<file path="src/rtl/lsu_mem_access_pkg.sv">
// Shared types for the load/store access unit: op codes, exceptions, FSM states.
package lsu_pkg;

  typedef enum logic [2:0] {
    OP_FULL = 3'b000,
    OP_BU   = 3'b001,
    OP_B    = 3'b010,
    OP_HU   = 3'b011,
    OP_H    = 3'b100,
    OP_WU   = 3'b101,
    OP_W    = 3'b110,
    OP_RSVD = 3'b111
  } lsu_op_e;

  typedef enum logic [1:0] {
    EXC_NONE = 2'b00,
    EXC_ADEL = 2'b01,
    EXC_ADES = 2'b10
  } lsu_exc_e;

  typedef enum logic [1:0] {
    ST_IDLE,
    ST_WAIT,
    ST_RESP
  } lsu_state_e;

  // log2 of the access size in bytes; full and reserved map to the bus width,
  // and a word on a 32-bit bus is simply a full access.
  function automatic logic [2:0] op_lg_size(input logic [2:0] op, input int unsigned lg_nb);
    case (op)
      OP_BU, OP_B: return 3'd0;
      OP_HU, OP_H: return 3'd1;
      OP_WU, OP_W: return (lg_nb > 2) ? 3'd2 : 3'(lg_nb);
      default:     return 3'(lg_nb);
    endcase
  endfunction

  function automatic logic op_signed(input logic [2:0] op);
    return (op == OP_B) || (op == OP_H) || (op == OP_W);
  endfunction

endpackage

</file>
<file path="src/rtl/lsu_mem_access_if.sv">
// Pipeline request/response and data-memory port bundle.
interface lsu_mem_access_if #(
  parameter int DW = 32,
  parameter int AW = 32
);
  localparam int NB = DW / 8;

  logic          req_valid;
  logic          req_ready;
  logic          req_we;
  logic [2:0]    req_op;
  logic [AW-1:0] req_addr;
  logic [DW-1:0] req_wdata;

  logic          mem_req;
  logic          mem_we;
  logic [AW-1:0] mem_addr;
  logic [NB-1:0] mem_be;
  logic [DW-1:0] mem_wdata;
  logic          mem_ack;
  logic [DW-1:0] mem_rdata;

  logic          rsp_valid;
  logic [DW-1:0] rsp_rdata;
  logic [1:0]    rsp_exc;

  // Access unit side
  modport slave (
    input  req_valid, req_we, req_op, req_addr, req_wdata, mem_ack, mem_rdata,
    output req_ready, mem_req, mem_we, mem_addr, mem_be, mem_wdata,
           rsp_valid, rsp_rdata, rsp_exc
  );

  // Pipeline + memory side
  modport master (
    output req_valid, req_we, req_op, req_addr, req_wdata, mem_ack, mem_rdata,
    input  req_ready, mem_req, mem_we, mem_addr, mem_be, mem_wdata,
           rsp_valid, rsp_rdata, rsp_exc
  );
endinterface

</file>
<file path="src/rtl/lsu_mem_access_load_ext.sv">
// Combinational lane extractor: picks the addressed byte/half/word out of the
// aligned memory word and zero- or sign-extends it to DW bits.
module lsu_load_ext
  import lsu_pkg::*;
#(
  parameter int DW = 32
) (
  input  logic [$clog2(DW/8)-1:0] off_i,
  input  logic [2:0]              op_i,
  input  logic [DW-1:0]           rdata_i,
  output logic [DW-1:0]           data_o
);
  localparam int NB = DW / 8;
  localparam int OW = $clog2(NB);
  localparam int IW = $clog2(DW);

  logic [2:0]    lg;
  logic [DW-1:0] lane;
  logic [DW-1:0] mask;
  logic [IW-1:0] msb_idx;
  logic          sgn;

  // Shift the lane down to bit 0, mask to its size, then fill the upper bits.
  always_comb begin
    lg      = op_lg_size(op_i, OW);
    lane    = rdata_i >> {off_i, 3'b000};
    mask    = ~({DW{1'b1}} << (32'd8 << lg));
    msb_idx = IW'((32'd8 << lg) - 32'd1);
    sgn     = op_signed(op_i) & lane[msb_idx];
    data_o  = (lane & mask) | (sgn ? ~mask : '0);
  end
endmodule

</file>
<file path="src/rtl/lsu_mem_access.sv">
// Load/store access unit between the MEM stage and the data-memory port.
// One transaction at a time: IDLE accepts, WAIT holds the memory request
// until ack, RESP pulses the response for one cycle.
module lsu_mem_access
  import lsu_pkg::*;
#(
  parameter int DW = 32,
  parameter int AW = 32,
  parameter int NB = DW / 8
) (
  input logic              clk,
  input logic              reset,
  lsu_mem_access_if.slave  bus
);
  localparam int OW = $clog2(NB);

  lsu_state_e    state_q;
  logic          we_q;
  logic [2:0]    op_q;
  logic [OW-1:0] off_q;
  logic          mem_req_q, mem_we_q;
  logic [AW-1:0] mem_addr_q;
  logic [NB-1:0] mem_be_q;
  logic [DW-1:0] mem_wdata_q;
  logic          rsp_valid_q;
  logic [DW-1:0] rsp_rdata_q;
  logic [1:0]    rsp_exc_q;

  logic [2:0]    req_lg;
  logic          req_mis_d;
  logic [NB-1:0] be_d;
  logic [DW-1:0] wdata_d;
  logic [DW-1:0] ld_data_d;
  int            lane_mask;

  // Decode the incoming request: alignment, byte enables and replicated data.
  // Loads leave be/wdata at zero so the memory sees no write lanes.
  always_comb begin
    req_lg    = op_lg_size(bus.req_op, OW);
    lane_mask = (32'd1 << req_lg) - 32'd1;
    req_mis_d = |(bus.req_addr[OW-1:0] & OW'(lane_mask));
    be_d      = '0;
    wdata_d   = '0;
    if (bus.req_we) begin
      be_d = NB'((32'd1 << (32'd1 << req_lg)) - 32'd1) << bus.req_addr[OW-1:0];
      for (int i = 0; i < NB; i++)
        wdata_d[i*8 +: 8] = bus.req_wdata[(i & lane_mask)*8 +: 8];
    end
  end

  lsu_load_ext #(.DW(DW)) u_load_ext (
    .off_i   (off_q),
    .op_i    (op_q),
    .rdata_i (bus.mem_rdata),
    .data_o  (ld_data_d)
  );

  // Transaction FSM; every memory and response output is a register here.
  always_ff @(posedge clk) begin
    if (reset) begin
      state_q     <= ST_IDLE;
      we_q        <= 1'b0;
      op_q        <= '0;
      off_q       <= '0;
      mem_req_q   <= 1'b0;
      mem_we_q    <= 1'b0;
      mem_addr_q  <= '0;
      mem_be_q    <= '0;
      mem_wdata_q <= '0;
      rsp_valid_q <= 1'b0;
      rsp_rdata_q <= '0;
      rsp_exc_q   <= EXC_NONE;
    end else begin
      case (state_q)
        ST_IDLE: begin
          if (bus.req_valid) begin
            we_q  <= bus.req_we;
            op_q  <= bus.req_op;
            off_q <= bus.req_addr[OW-1:0];
            if (req_mis_d) begin
              // Misaligned: skip memory entirely and report the exception.
              rsp_valid_q <= 1'b1;
              rsp_rdata_q <= '0;
              rsp_exc_q   <= bus.req_we ? EXC_ADES : EXC_ADEL;
              state_q     <= ST_RESP;
            end else begin
              mem_req_q   <= 1'b1;
              mem_we_q    <= bus.req_we;
              mem_addr_q  <= {bus.req_addr[AW-1:OW], OW'(0)};
              mem_be_q    <= be_d;
              mem_wdata_q <= wdata_d;
              state_q     <= ST_WAIT;
            end
          end
        end
        ST_WAIT: begin
          if (bus.mem_ack) begin
            mem_req_q   <= 1'b0;
            mem_we_q    <= 1'b0;
            rsp_valid_q <= 1'b1;
            rsp_rdata_q <= we_q ? '0 : ld_data_d;
            rsp_exc_q   <= EXC_NONE;
            state_q     <= ST_RESP;
          end
        end
        ST_RESP: begin
          rsp_valid_q <= 1'b0;
          state_q     <= ST_IDLE;
        end
        default: state_q <= ST_IDLE;
      endcase
    end
  end

  assign bus.req_ready = (state_q == ST_IDLE);
  assign bus.mem_req   = mem_req_q;
  assign bus.mem_we    = mem_we_q;
  assign bus.mem_addr  = mem_addr_q;
  assign bus.mem_be    = mem_be_q;
  assign bus.mem_wdata = mem_wdata_q;
  assign bus.rsp_valid = rsp_valid_q;
  assign bus.rsp_rdata = rsp_rdata_q;
  assign bus.rsp_exc   = rsp_exc_q;
endmodule

</file>
<file path="src/flat_wrapper.sv">
// flat-port wrapper written by rule: the top's interface ports become plain ports
module lsu_mem_access_flat import lsu_pkg::*;
#(
  parameter int DW = 32,
  parameter int AW = 32,
  parameter int NB = DW / 8
)
  (clk, reset, bus_req_valid, bus_req_we, bus_req_op, bus_req_addr, bus_req_wdata, bus_mem_ack, bus_mem_rdata, bus_req_ready, bus_mem_req, bus_mem_we, bus_mem_addr, bus_mem_be, bus_mem_wdata, bus_rsp_valid, bus_rsp_rdata, bus_rsp_exc);
  lsu_mem_access_if #(.DW(DW), .AW(AW)) bus_i ();
  input logic clk;
  input logic reset;
  input wire logic [$bits(bus_i.req_valid)-1:0] bus_req_valid;
  input wire logic [$bits(bus_i.req_we)-1:0] bus_req_we;
  input wire logic [$bits(bus_i.req_op)-1:0] bus_req_op;
  input wire logic [$bits(bus_i.req_addr)-1:0] bus_req_addr;
  input wire logic [$bits(bus_i.req_wdata)-1:0] bus_req_wdata;
  input wire logic [$bits(bus_i.mem_ack)-1:0] bus_mem_ack;
  input wire logic [$bits(bus_i.mem_rdata)-1:0] bus_mem_rdata;
  output wire logic [$bits(bus_i.req_ready)-1:0] bus_req_ready;
  output wire logic [$bits(bus_i.mem_req)-1:0] bus_mem_req;
  output wire logic [$bits(bus_i.mem_we)-1:0] bus_mem_we;
  output wire logic [$bits(bus_i.mem_addr)-1:0] bus_mem_addr;
  output wire logic [$bits(bus_i.mem_be)-1:0] bus_mem_be;
  output wire logic [$bits(bus_i.mem_wdata)-1:0] bus_mem_wdata;
  output wire logic [$bits(bus_i.rsp_valid)-1:0] bus_rsp_valid;
  output wire logic [$bits(bus_i.rsp_rdata)-1:0] bus_rsp_rdata;
  output wire logic [$bits(bus_i.rsp_exc)-1:0] bus_rsp_exc;
  assign bus_i.req_valid = bus_req_valid;
  assign bus_i.req_we = bus_req_we;
  assign bus_i.req_op = bus_req_op;
  assign bus_i.req_addr = bus_req_addr;
  assign bus_i.req_wdata = bus_req_wdata;
  assign bus_i.mem_ack = bus_mem_ack;
  assign bus_i.mem_rdata = bus_mem_rdata;
  assign bus_req_ready = bus_i.req_ready;
  assign bus_mem_req = bus_i.mem_req;
  assign bus_mem_we = bus_i.mem_we;
  assign bus_mem_addr = bus_i.mem_addr;
  assign bus_mem_be = bus_i.mem_be;
  assign bus_mem_wdata = bus_i.mem_wdata;
  assign bus_rsp_valid = bus_i.rsp_valid;
  assign bus_rsp_rdata = bus_i.rsp_rdata;
  assign bus_rsp_exc = bus_i.rsp_exc;
  lsu_mem_access #(.DW(DW), .AW(AW), .NB(NB)) u_core (.clk(clk), .reset(reset), .bus(bus_i));
endmodule
</file>
<file path="config.mk">
export PLATFORM = sky130hd
export DESIGN_NAME = lsu_mem_access_flat
export DESIGN_NICKNAME = d
export VERILOG_FILES = /design/src/rtl/lsu_mem_access_pkg.sv /design/src/rtl/lsu_mem_access_if.sv /design/src/rtl/lsu_mem_access_load_ext.sv /design/src/rtl/lsu_mem_access.sv /design/src/flat_wrapper.sv
export SDC_FILE = /design/constraint.sdc
export NUM_CORES = 1
export LEC_CHECK = 0
export ABC_AREA = 1
export BUFFER_PORTS_ARGS = -buffer_cell sky130_fd_sc_hd__buf_2
export CORE_UTILIZATION = 30
export DETAILED_ROUTE_END_ITERATION = 8
export SLEW_MARGIN = 20
export SYNTH_ARGS = -nofsm -noshare
export SYNTH_HDL_FRONTEND = slang
export SYNTH_HIERARCHICAL = 1
export SYNTH_SLANG_ARGS = --single-unit
</file>
<file path="constraint.sdc">
create_clock -name clk -period 1.7 [get_ports clk]
set_input_delay 0.255 -clock clk [delete_from_list [all_inputs] [get_ports clk]]
set_output_delay 0.255 -clock clk [all_outputs]
set_load 0.02 [all_outputs]
</file>
==> results of run 1 <==
## worst min-delay path by stage
stage	start	end	slack [ns]
2_1_floorplan	bus_req_addr[5]	u_core/bus.mem_addr[5]	0.40
3_3_place_gp	u_core/bus.mem_be[3]	u_core/bus.mem_be[3]	0.44
3_5_place_dp	u_core/bus.mem_be[3]	u_core/bus.mem_be[3]	0.43
4_1_cts	bus_req_addr[11]	u_core/bus.mem_addr[11]	0.12
5_1_grt	bus_req_addr[23]	u_core/bus.mem_addr[23]	0.12
6_report	bus_req_addr[8]	u_core/bus.mem_addr[8]	0.13
## what timing repair did
item / 4_1_cts / 5_1_grt
buffers inserted: 0 / 2
resized for setup: 0 / 21
setup endpoints to repair: 0 / 22
## synth_stat cells, types with 2 or more instances
cell and n:
sky130_fd_sc_hd__or2_0 2, sky130_fd_sc_hd__or2_1 6, sky130_fd_sc_hd__a22oi_1 3, sky130_fd_sc_hd__nor3_1 7, sky130_fd_sc_hd__nand2_1 258, sky130_fd_sc_hd__o211ai_1 3
sky130_fd_sc_hd__nand3_4 2, sky130_fd_sc_hd__o21ai_0 40, sky130_fd_sc_hd__nand2_4 2, sky130_fd_sc_hd__a31oi_1 2, sky130_fd_sc_hd__nor2_4 2, sky130_fd_sc_hd__nand3_1 50
sky130_fd_sc_hd__nand3b_1 4, sky130_fd_sc_hd__nor2_1 77, sky130_fd_sc_hd__buf_6 7, sky130_fd_sc_hd__nand4_1 5, sky130_fd_sc_hd__inv_1 68, sky130_fd_sc_hd__nand2_2 6
sky130_fd_sc_hd__buf_4 8, sky130_fd_sc_hd__dfxtp_1 111, sky130_fd_sc_hd__or2_2 3, sky130_fd_sc_hd__buf_2 11, sky130_fd_sc_hd__clkbuf_1 27, sky130_fd_sc_hd__inv_2 8
sky130_fd_sc_hd__a21oi_1 120
## placed cells by master, fill, tap and decap left out, types with 2 or more instances in the layout
| cell type | instances |
|---|---|
| sky130_fd_sc_hd__dfxtp_1 | 107 |
| sky130_fd_sc_hd__or2_2 | 3 |
| sky130_fd_sc_hd__buf_4 | 27 |
| sky130_fd_sc_hd__nand2_2 | 10 |
| sky130_fd_sc_hd__inv_2 | 9 |
| sky130_fd_sc_hd__a31oi_1 | 2 |
| sky130_fd_sc_hd__diode_2 | 2 |
| sky130_fd_sc_hd__nor3_1 | 7 |
| sky130_fd_sc_hd__nand4_1 | 5 |
| sky130_fd_sc_hd__nor2_2 | 2 |
| sky130_fd_sc_hd__nand3b_1 | 4 |
| sky130_fd_sc_hd__buf_2 | 207 |
| sky130_fd_sc_hd__a21oi_2 | 5 |
| sky130_fd_sc_hd__buf_12 | 8 |
| sky130_fd_sc_hd__nand2_1 | 253 |
| sky130_fd_sc_hd__a22oi_1 | 3 |
| sky130_fd_sc_hd__nand3_1 | 48 |
| sky130_fd_sc_hd__o21ai_0 | 40 |
| sky130_fd_sc_hd__clkbuf_16 | 9 |
| sky130_fd_sc_hd__inv_1 | 67 |
| sky130_fd_sc_hd__clkinv_2 | 2 |
| sky130_fd_sc_hd__o211ai_1 | 3 |
| sky130_fd_sc_hd__dfxtp_2 | 4 |
| sky130_fd_sc_hd__nand3_2 | 3 |
| sky130_fd_sc_hd__nand2_4 | 3 |
| sky130_fd_sc_hd__or2_1 | 5 |
| sky130_fd_sc_hd__nand3_4 | 3 |
| sky130_fd_sc_hd__a21oi_1 | 115 |
| sky130_fd_sc_hd__nor2_1 | 76 |
| sky130_fd_sc_hd__nor2_4 | 2 |
| sky130_fd_sc_hd__or2_0 | 2 |
| sky130_fd_sc_hd__conb_1 | 2 |
## area by class of cell
type	count	area, um^2	share of cell area
multi-input combinational	601	2769	0.3803
sequential	111	2227	0.3059
timing repair buffer	243	1410	0.1937
inverter	77	289.0	0.03970
tap	229	286.5	0.03935
clock buffer	10	239.0	0.03282
clock inverter	6	55.05	0.007561
antenna	2	5.005	0.0006874
## power groups by stage
| stage | Clock [W] | Sequential, W | Combinational (W) |
|---|---|---|---|
| after floorplan | 0 | 0.00318 | 0.00102 |
| after CTS | 0.00222 | 0.00291 | 0.00192 |
| final | 0.00215 | 0.00291 | 0.00198 |
| after global routing | 0.00233 | 0.00294 | 0.00221 |
| after global placement | 0 | 0.00297 | 0.00190 |
| after detailed placement | 0 | 0.00297 | 0.00191 |
## sequential cells by signal, summed over array words and instances, names as in the netlist
register and flops:
u_core/off_q 2, u_core/we_q 1, u_core/bus.mem_we 1, u_core/bus.rsp_valid 1
u_core/bus.rsp_exc 2, u_core/bus.mem_be 4, u_core/bus.mem_req 1, u_core/bus.mem_wdata 32
u_core/bus.rsp_rdata 32, u_core/bus.mem_addr 30, u_core/op_q 3, u_core/state_q 2
## kinds of logic after synthesis
family,count (synthesis),synth area share
AOI/OAI and AO/OA,171,0.1596
buffers and inverters,132,0.1076
DFF,111,0.4032
other,1,0.0006804
and+or+nand+nor,427,0.3289
## per-layer routing
metal / vias up / share of wire
li1: 3083 / -
met1: 2613 / 0.45
met2: 209 / 0.45
met3: 14 / 0.090
met4: 0 / 0.012
met5: - / 0
## metrics by stage
stage	setup slack (ns)	total power [W]	hold WS (ns)
4_1_cts	0.04826	0.007050	0.1199
3_3_place_gp	0.07373	0.004863	0.4360
5_1_grt	0.009052	0.007482	0.1203
6_report	0.1612	0.007041	0.1303
2_1_floorplan	0.1123	0.004200	0.3979
3_5_place_dp	0.04775	0.004877	0.4325
## worst min-delay path, cell delays in order
cell	delay (ns)
sky130_fd_sc_hd__buf_2	0.09
sky130_fd_sc_hd__nand2_1	0.05
sky130_fd_sc_hd__a21oi_1	0.05
==> impl_metrics.prom, run 1 <==
# TYPE chip_impl_metric gauge
chip_impl_metric{name="placedInstanceArea",unit="mm^2"} 0.006879
chip_impl_metric{name="grt-ovfl-total",unit=""} 0
chip_impl_metric{name="synth_edf_count",unit=""} 0
chip_impl_metric{name="dieHeight",unit="um"} 137.5
chip_impl_metric{name="yosysUniqueCellTypes",unit=""} 35
chip_impl_metric{name="cts_sinks",unit=""} 111
chip_impl_metric{name="p_seq_frac",unit=""} 0.413
chip_impl_metric{name="r2r_setup_slack",unit="ns"} 0.16
chip_impl_metric{name="area_growth_syn_to_layout",unit="%"} 32.10
chip_impl_info{name="worst_r2r_endpoint",value="u_core/bus.rsp_rdata[24]"} 1
chip_impl_metric{name="via_count",unit=""} 5919
chip_impl_metric{name="io_buffers",unit=""} 207
chip_impl_metric{name="power_frac_comb",unit=""} 0.281
chip_impl_info{name="synthTopCellsByArea",value="sky130_fd_sc_hd__dfxtp_1 40%, sky130_fd_sc_hd__nand2_1 18%, sky130_fd_sc_hd__a21oi_1 11%"} 1
chip_impl_info{name="worstReg2RegStart",value="u_core/state_q[0]"} 1
chip_impl_metric{name="initialDrtViolationCount",unit=""} 320
chip_impl_metric{name="die-area",unit="mm^2"} 0.01892
chip_impl_info{name="path_common_cell",value="sky130_fd_sc_hd__nand2_1"} 1
chip_impl_metric{name="ctsHtreeMaxLevel",unit=""} 3
chip_impl_info{name="cell_taking_the_most_area_after_synthesis",value="sky130_fd_sc_hd__dfxtp_1"} 1
chip_impl_metric{name="synthesis.instances",unit=""} 842
chip_impl_metric{name="powerDensity",unit="mW/mm^2"} 967.0
chip_impl_metric{name="timing.final.max_slew_violations",unit=""} 0
chip_impl_metric{name="gr-usage-met3",unit=""} 0.05372
chip_impl_metric{name="cts_hold_buffers",unit=""} 0
chip_impl_metric{name="timing_hold_violations_final",unit=""} 0
chip_impl_metric{name="worstHoldPathCells",unit=""} 3
chip_impl_info{name="min_path_type",value="in -> reg"} 1
chip_impl_metric{name="dp_cells",unit=""} 1258
chip_impl_metric{name="wl",unit="mm"} 17.93
chip_impl_metric{name="grt_usage",unit=""} 0.1884
chip_impl_metric{name="power_switching_share",unit=""} 0.3460
chip_impl_metric{name="setup_viol",unit=""} 0
chip_impl_info{name="endpoint_kind",value="register"} 1
chip_impl_info{name="cts-root-buf",value="sky130_fd_sc_hd__clkbuf_16"} 1
chip_impl_metric{name="power.share.clock",unit=""} 0.305
chip_impl_metric{name="grtUsageMet2",unit=""} 0.2945
chip_impl_metric{name="io_pins",unit=""} 210
chip_impl_metric{name="design.core.area",unit="mm^2"} 0.01796
chip_impl_info{name="tritoncts",value="done"} 1
chip_impl_metric{name="avgViaCountPerCell",unit=""} 4.628
chip_impl_metric{name="final_util",unit=""} 0.4053
chip_impl_metric{name="cp.arrival",unit="ns"} 1.83
chip_impl_metric{name="ys_warn_count",unit=""} 6
chip_impl_metric{name="data_required_critical_path",unit="ns"} 1.99
chip_impl_metric{name="share_of_flip_flops_with_an_asynchronous_set_or_reset_after_synthesis",unit=""} 0
chip_impl_metric{name="timing.slew.headroom",unit=""} 0.5780
chip_impl_metric{name="layout.nets",unit=""} 1147
chip_impl_info{name="criticalPathCategory",value="reg -> reg"} 1
chip_impl_metric{name="clock-skew-final",unit="ns"} 0.007402
chip_impl_metric{name="maximum_number_of_pins_on_one_net_before_global_route_repair",unit=""} 56
chip_impl_metric{name="initial_antenna_violation_count",unit=""} 0
chip_impl_metric{name="internal-power",unit="W"} 0.004605
chip_impl_metric{name="synth.ff_latch_count",unit=""} 111
chip_impl_metric{name="timing_worst_slew_pin_value",unit="ns"} 0.6329
chip_impl_info{name="cpLargestDelayFamily",value="simple AND/OR/NAND/NOR gates"} 1
chip_impl_metric{name="finalSetupTns",unit="ns"} 0
chip_impl_metric{name="maxCapViolations",unit=""} 0
chip_impl_metric{name="path_buf_inv",unit=""} 2
chip_impl_info{name="crit_chain",value="inv_2, or2_4, o21ai_2, nand2_2, buf_12, nand2_1, nand2_1, nor2_1"} 1
chip_impl_metric{name="worst_r2r_path_depth",unit=""} 8
chip_impl_metric{name="tritoncts_buffers",unit=""} 9
chip_impl_metric{name="die_width",unit="um"} 137.5
chip_impl_metric{name="post-route-drc-count",unit=""} 0
chip_impl_metric{name="switchingPower",unit="W"} 0.002436
chip_impl_metric{name="row_count",unit=""} 49
chip_impl_info{name="grt_busiest_layer",value="met2"} 1
chip_impl_info{name="synth_ff_type",value="sky130_fd_sc_hd__dfxtp_1"} 1
chip_impl_info{name="crit_path_start",value="u_core/state_q[0]"} 1
chip_impl_metric{name="start_util",unit=""} 0.3068
chip_impl_metric{name="synth-seq-area-share",unit=""} 0.4032
chip_impl_metric{name="grt_pass1_wl",unit="mm"} 27.64
chip_impl_metric{name="path_depth",unit=""} 8
chip_impl_metric{name="irDropWorstVdd",unit="uV"} 548.0
chip_impl_metric{name="timing.critical_path.fanout_max",unit=""} 32
chip_impl_metric{name="static-leakage-power",unit="nW"} 3.712
chip_impl_metric{name="final-instance-count-excl-fill",unit=""} 1279
chip_impl_metric{name="grt_util_met1",unit=""} 0.2503
chip_impl_info{name="worstSetupStartpointType",value="register"} 1
chip_impl_metric{name="clk_latency",unit="ns"} 0.36
chip_impl_metric{name="hpwl_after_detailed_placement",unit="mm"} 12.80
chip_impl_info{name="endpoint",value="u_core/bus.rsp_rdata[24]"} 1
chip_impl_info{name="run_status",value="finished clean"} 1
chip_impl_metric{name="fin_crit",unit="ns"} 1.539
chip_impl_info{name="critical_path.slowest_cell",value="sky130_fd_sc_hd__dfxtp_1"} 1
chip_impl_metric{name="clockBufferDepth",unit=""} 2
chip_impl_metric{name="synth_area",unit="mm^2"} 0.005512
chip_impl_metric{name="drt.antenna.violating_nets",unit=""} 0
chip_impl_metric{name="finish.instance_area",unit="mm^2"} 0.007281
chip_impl_metric{name="fmaxAchievable",unit="MHz"} 649.8
chip_impl_metric{name="drive_gt1_frac",unit=""} 0.2910
chip_impl_info{name="rsz0062_at_grt",value="no"} 1
chip_impl_metric{name="synth.avg_cell_area",unit="um^2"} 6.546
chip_impl_metric{name="number_of_global_route_vias_before_repair",unit=""} 5281
chip_impl_metric{name="nFillCells",unit=""} 1918
chip_impl_metric{name="synth_top_cell_area_share",unit=""} 0.4032
chip_impl_metric{name="wl_per_cell",unit="um"} 14.02
chip_impl_metric{name="gp_congestion",unit=""} 0.8884
chip_impl_metric{name="timing.critical_path.slowest_cell_delay",unit="ns"} 0.36
chip_impl_metric{name="post_route_clock_period_utilization",unit=""} 0.9052
chip_impl_metric{name="detailedRoute.firstPassIterationCount",unit=""} 5
chip_impl_metric{name="clkTransAtPathRegs",unit="ns"} 0.08
Power figures use the tool's default switching activity.
==> run 2, diff against run 1 <==
Settings changed: ABC_AREA 1 to unset.
==> impl_metrics.prom, run 2 <==
# TYPE chip_impl_metric gauge
chip_impl_metric{name="synth.ff_latch_count",unit=""} 111
chip_impl_metric{name="clk_latency",unit="ns"} 0.35
chip_impl_metric{name="die-area",unit="mm^2"} 0.01965
chip_impl_metric{name="layout_setup_ws",unit="ns"} -0.1175
chip_impl_metric{name="cts_hold_buffers",unit=""} 0
chip_impl_metric{name="via_count",unit=""} 5287
chip_impl_info{name="synth_top_family_by_area",value="simple AND/OR/NAND/NOR gates"} 1
chip_impl_metric{name="placement.setup.worst_slack",unit="ns"} -0.1869
chip_impl_metric{name="grt_pass1_wl",unit="mm"} 27.43
chip_impl_metric{name="number_of_global_route_vias_before_repair",unit=""} 5074
chip_impl_info{name="synth_cell_count_leaders",value="111 x sky130_fd_sc_hd__dfxtp_1, 75 x sky130_fd_sc_hd__mux2i_1, 66 x sky130_fd_sc_hd__nand2b_1"} 1
chip_impl_info{name="cpLargestDelayFamily",value="multiplexers"} 1
chip_impl_info{name="min_path_type",value="in -> reg"} 1
chip_impl_info{name="criticalPathCategory",value="reg -> reg"} 1
chip_impl_info{name="critical_path.slowest_cell",value="sky130_fd_sc_hd__mux4_2"} 1
chip_impl_metric{name="synth_simple_gate_area_frac",unit=""} 0.1904
chip_impl_metric{name="static-leakage-power",unit="nW"} 3.498
chip_impl_metric{name="io_pins",unit=""} 210
chip_impl_metric{name="hpwl_after_detailed_placement",unit="mm"} 12.70
chip_impl_info{name="final_common_cell",value="sky130_fd_sc_hd__buf_2"} 1
chip_impl_metric{name="synth.avg_cell_area",unit="um^2"} 9.196
chip_impl_metric{name="setup_viol",unit=""} 15
chip_impl_metric{name="synth_edf_count",unit=""} 0
chip_impl_metric{name="synth_area",unit="mm^2"} 0.005729
chip_impl_metric{name="gp_congestion",unit=""} 0.8645
chip_impl_info{name="synth.most_common_cell",value="sky130_fd_sc_hd__dfxtp_1"} 1
chip_impl_metric{name="io_buffers",unit=""} 207
chip_impl_metric{name="cts_sinks",unit=""} 111
chip_impl_metric{name="timing.slew.headroom",unit=""} 0.5465
chip_impl_metric{name="synth_top_cell_area_share",unit=""} 0.3879
chip_impl_info{name="worstSetupStartpointType",value="register"} 1
chip_impl_metric{name="clock-skew-final",unit="ns"} 0.005546
chip_impl_metric{name="timing.final.max_slew_violations",unit=""} 0
chip_impl_metric{name="wl",unit="mm"} 17.06
chip_impl_metric{name="final_util",unit=""} 0.4150
chip_impl_metric{name="tritoncts_buffers",unit=""} 9
chip_impl_info{name="endpoint_kind",value="register"} 1
chip_impl_metric{name="final-instance-count-excl-fill",unit=""} 1087
chip_impl_metric{name="post_synth_xor_area_fraction",unit=""} 0.004368
chip_impl_metric{name="fmaxAchievable",unit="MHz"} 550.2
chip_impl_metric{name="fin_crit",unit="ns"} 1.818
chip_impl_metric{name="initialDrtViolationCount",unit=""} 228
chip_impl_metric{name="timing_hold_violations_final",unit=""} 0
chip_impl_metric{name="dieHeight",unit="um"} 140.2
chip_impl_metric{name="cp.arrival",unit="ns"} 2.06
chip_impl_metric{name="synthesis.instances",unit=""} 623
chip_impl_metric{name="detailedRoute.firstPassIterationCount",unit=""} 4
chip_impl_metric{name="design.core.area",unit="mm^2"} 0.01871
chip_impl_info{name="synth_ff_type",value="sky130_fd_sc_hd__dfxtp_1"} 1
chip_impl_metric{name="dp_cells",unit=""} 1066
chip_impl_metric{name="drt.antenna.violating_nets",unit=""} 0
chip_impl_metric{name="initial_antenna_violation_count",unit=""} 3
chip_impl_info{name="crit_chain",value="mux4_2, nand3_4, a21boi_4, buf_12, buf_8, o21ai_2, a22o_1"} 1
chip_impl_metric{name="avgViaCountPerCell",unit=""} 4.864
chip_impl_info{name="failing_checks",value="negative setup slack"} 1
chip_impl_info{name="run_status",value="complete, but fails checks"} 1
chip_impl_metric{name="maxCapViolations",unit=""} 0
chip_impl_metric{name="grt-ovfl-total",unit=""} 0
chip_impl_metric{name="synthAdderAreaFrac",unit=""} 0
chip_impl_metric{name="die_width",unit="um"} 140.2
chip_impl_metric{name="row_count",unit=""} 50
chip_impl_metric{name="maximum_number_of_pins_on_one_net_before_global_route_repair",unit=""} 70
chip_impl_metric{name="r2r_setup_slack",unit="ns"} -0.12
chip_impl_metric{name="ctsHtreeMaxLevel",unit=""} 3
chip_impl_metric{name="post-route-drc-count",unit=""} 0
chip_impl_info{name="layout_common_cells",value="207 x sky130_fd_sc_hd__buf_2, 110 x sky130_fd_sc_hd__dfxtp_1, 74 x sky130_fd_sc_hd__mux2i_1"} 1
chip_impl_info{name="synthTopCellsByArea",value="sky130_fd_sc_hd__dfxtp_1 39%, sky130_fd_sc_hd__mux2i_1 13%, sky130_fd_sc_hd__nand2b_1 7.2%"} 1
chip_impl_metric{name="synth_compound_area_frac",unit=""} 0.1893
chip_impl_metric{name="clkTransAtPathRegs",unit="ns"} 0.08
chip_impl_metric{name="irDropWorstVdd",unit="uV"} 489.0
chip_impl_metric{name="post_route_clock_period_utilization",unit=""} 1.069
chip_impl_metric{name="timing.critical_path.slowest_cell_delay",unit="ns"} 0.55
chip_impl_metric{name="yosysUniqueCellTypes",unit=""} 50
chip_impl_metric{name="ys_warn_count",unit=""} 6
chip_impl_metric{name="data_required_critical_path",unit="ns"} 1.95
chip_impl_info{name="tritoncts",value="done"} 1
chip_impl_metric{name="area_growth_syn_to_layout",unit="%"} 35.49
chip_impl_metric{name="grt_usage",unit=""} 0.1758
chip_impl_metric{name="wl_per_cell",unit="um"} 15.69
chip_impl_metric{name="clockBufferDepth",unit=""} 2
chip_impl_metric{name="timing_worst_slew_pin_value",unit="ns"} 0.6778
chip_impl_metric{name="drive_gt1_frac",unit=""} 0.3760
chip_impl_metric{name="start_util",unit=""} 0.3063
chip_impl_metric{name="path_buf_inv",unit=""} 2
chip_impl_metric{name="share_of_flip_flops_with_an_asynchronous_set_or_reset_after_synthesis",unit=""} 0
chip_impl_metric{name="timing.critical_path.fanout_max",unit=""} 5
chip_impl_metric{name="synth_mux_area_frac",unit=""} 0.1684
chip_impl_metric{name="synth-seq-area-share",unit=""} 0.3879
chip_impl_metric{name="layout.nets",unit=""} 950
chip_impl_info{name="rsz0062_at_grt",value="yes"} 1
chip_impl_info{name="cell_taking_the_most_area_after_synthesis",value="sky130_fd_sc_hd__dfxtp_1"} 1
chip_impl_metric{name="powerDensity",unit="mW/mm^2"} 861.1
chip_impl_info{name="cts-root-buf",value="sky130_fd_sc_hd__clkbuf_16"} 1
==> run 2: metal layers <==
metal,global-route usage,share of wire
met2,0.2750,0.44
met3,0.04103,0.065
met4,0.06189,0.019
met1,0.2359,0.47
met5,0,0
==> run 2: metrics by stage <==
stage / TNS [ns] / total power [W] / hold WS [ns] / cell area, um^2
global route: -2.278 / 0.007003 / 0.1372 / 7760
CTS: -1.423 / 0.006776 / 0.1314 / 7761
detailed placement: -9.122 / 0.004340 / 0.4473 / 7343
floorplan: -1.145 / 0.003773 / 0.3834 / 5803
finish: -1.130 / 0.006684 / 0.1503 / 7762
global placement: -7.860 / 0.004334 / 0.4457 / 7343
==> run 2: what timing repair did <==
action,CTS,global route
buffers inserted,3,0
gates cloned,1,0
setup endpoints to repair,16,50
resized for setup,9,7
pin swaps,6,6
==> run 2: cells by family after synthesis <==
| logic type | count (synthesis) |
|---|---|
| xor+xnor | 2 |
| buf+inv | 71 |
| compound gates | 141 |
| mux | 93 |
| flops | 111 |
| other cells | 1 |
| simple gates | 204 |
==> run 2: path summary, 6_finish.rpt <==
kind	from	end	cells after the start
worst min-delay path	bus_req_addr[6]	u_core/bus.mem_addr[6]	3
worst max-delay path	u_core/off_q[1]	u_core/bus.rsp_rdata[21]	7
worst max register to register	u_core/off_q[1]	u_core/bus.rsp_rdata[21]	7
worst min register to register	u_core/bus.rsp_exc[1]	u_core/bus.rsp_exc[1]	2
==> run 2: area by class of cell <==
cell class	count	area [um^2]
repair buffers	263	1597
inverters	19	71.32
clock inverters	6	90.09
well taps	234	292.8
diodes	2	5.005
multi-input cells	442	3244
clock buffers	10	239.0
fillers	1900	10940
flip-flops and latches	111	2223
==> run 2: worst register-to-register path, stage by stage, from the launching register on <==
cell and delay, ns:
sky130_fd_sc_hd__dfxtp_2 0.34, sky130_fd_sc_hd__mux4_2 0.56, sky130_fd_sc_hd__nand3_4 0.09, sky130_fd_sc_hd__a21boi_4 0.24, sky130_fd_sc_hd__buf_12 0.15, sky130_fd_sc_hd__buf_8 0.10, sky130_fd_sc_hd__o21ai_2 0.04, sky130_fd_sc_hd__a22o_1 0.19
==> run 2: power by group <==
part           switching, W  internal [W]  total (W)  leakage, nW
clock               0.00102       0.00134    0.00236        0.159
sequential        0.0000711       0.00272    0.00280        0.902
combinational      0.000846      0.000683    0.00153         2.44
total               0.00193       0.00475    0.00668         3.50
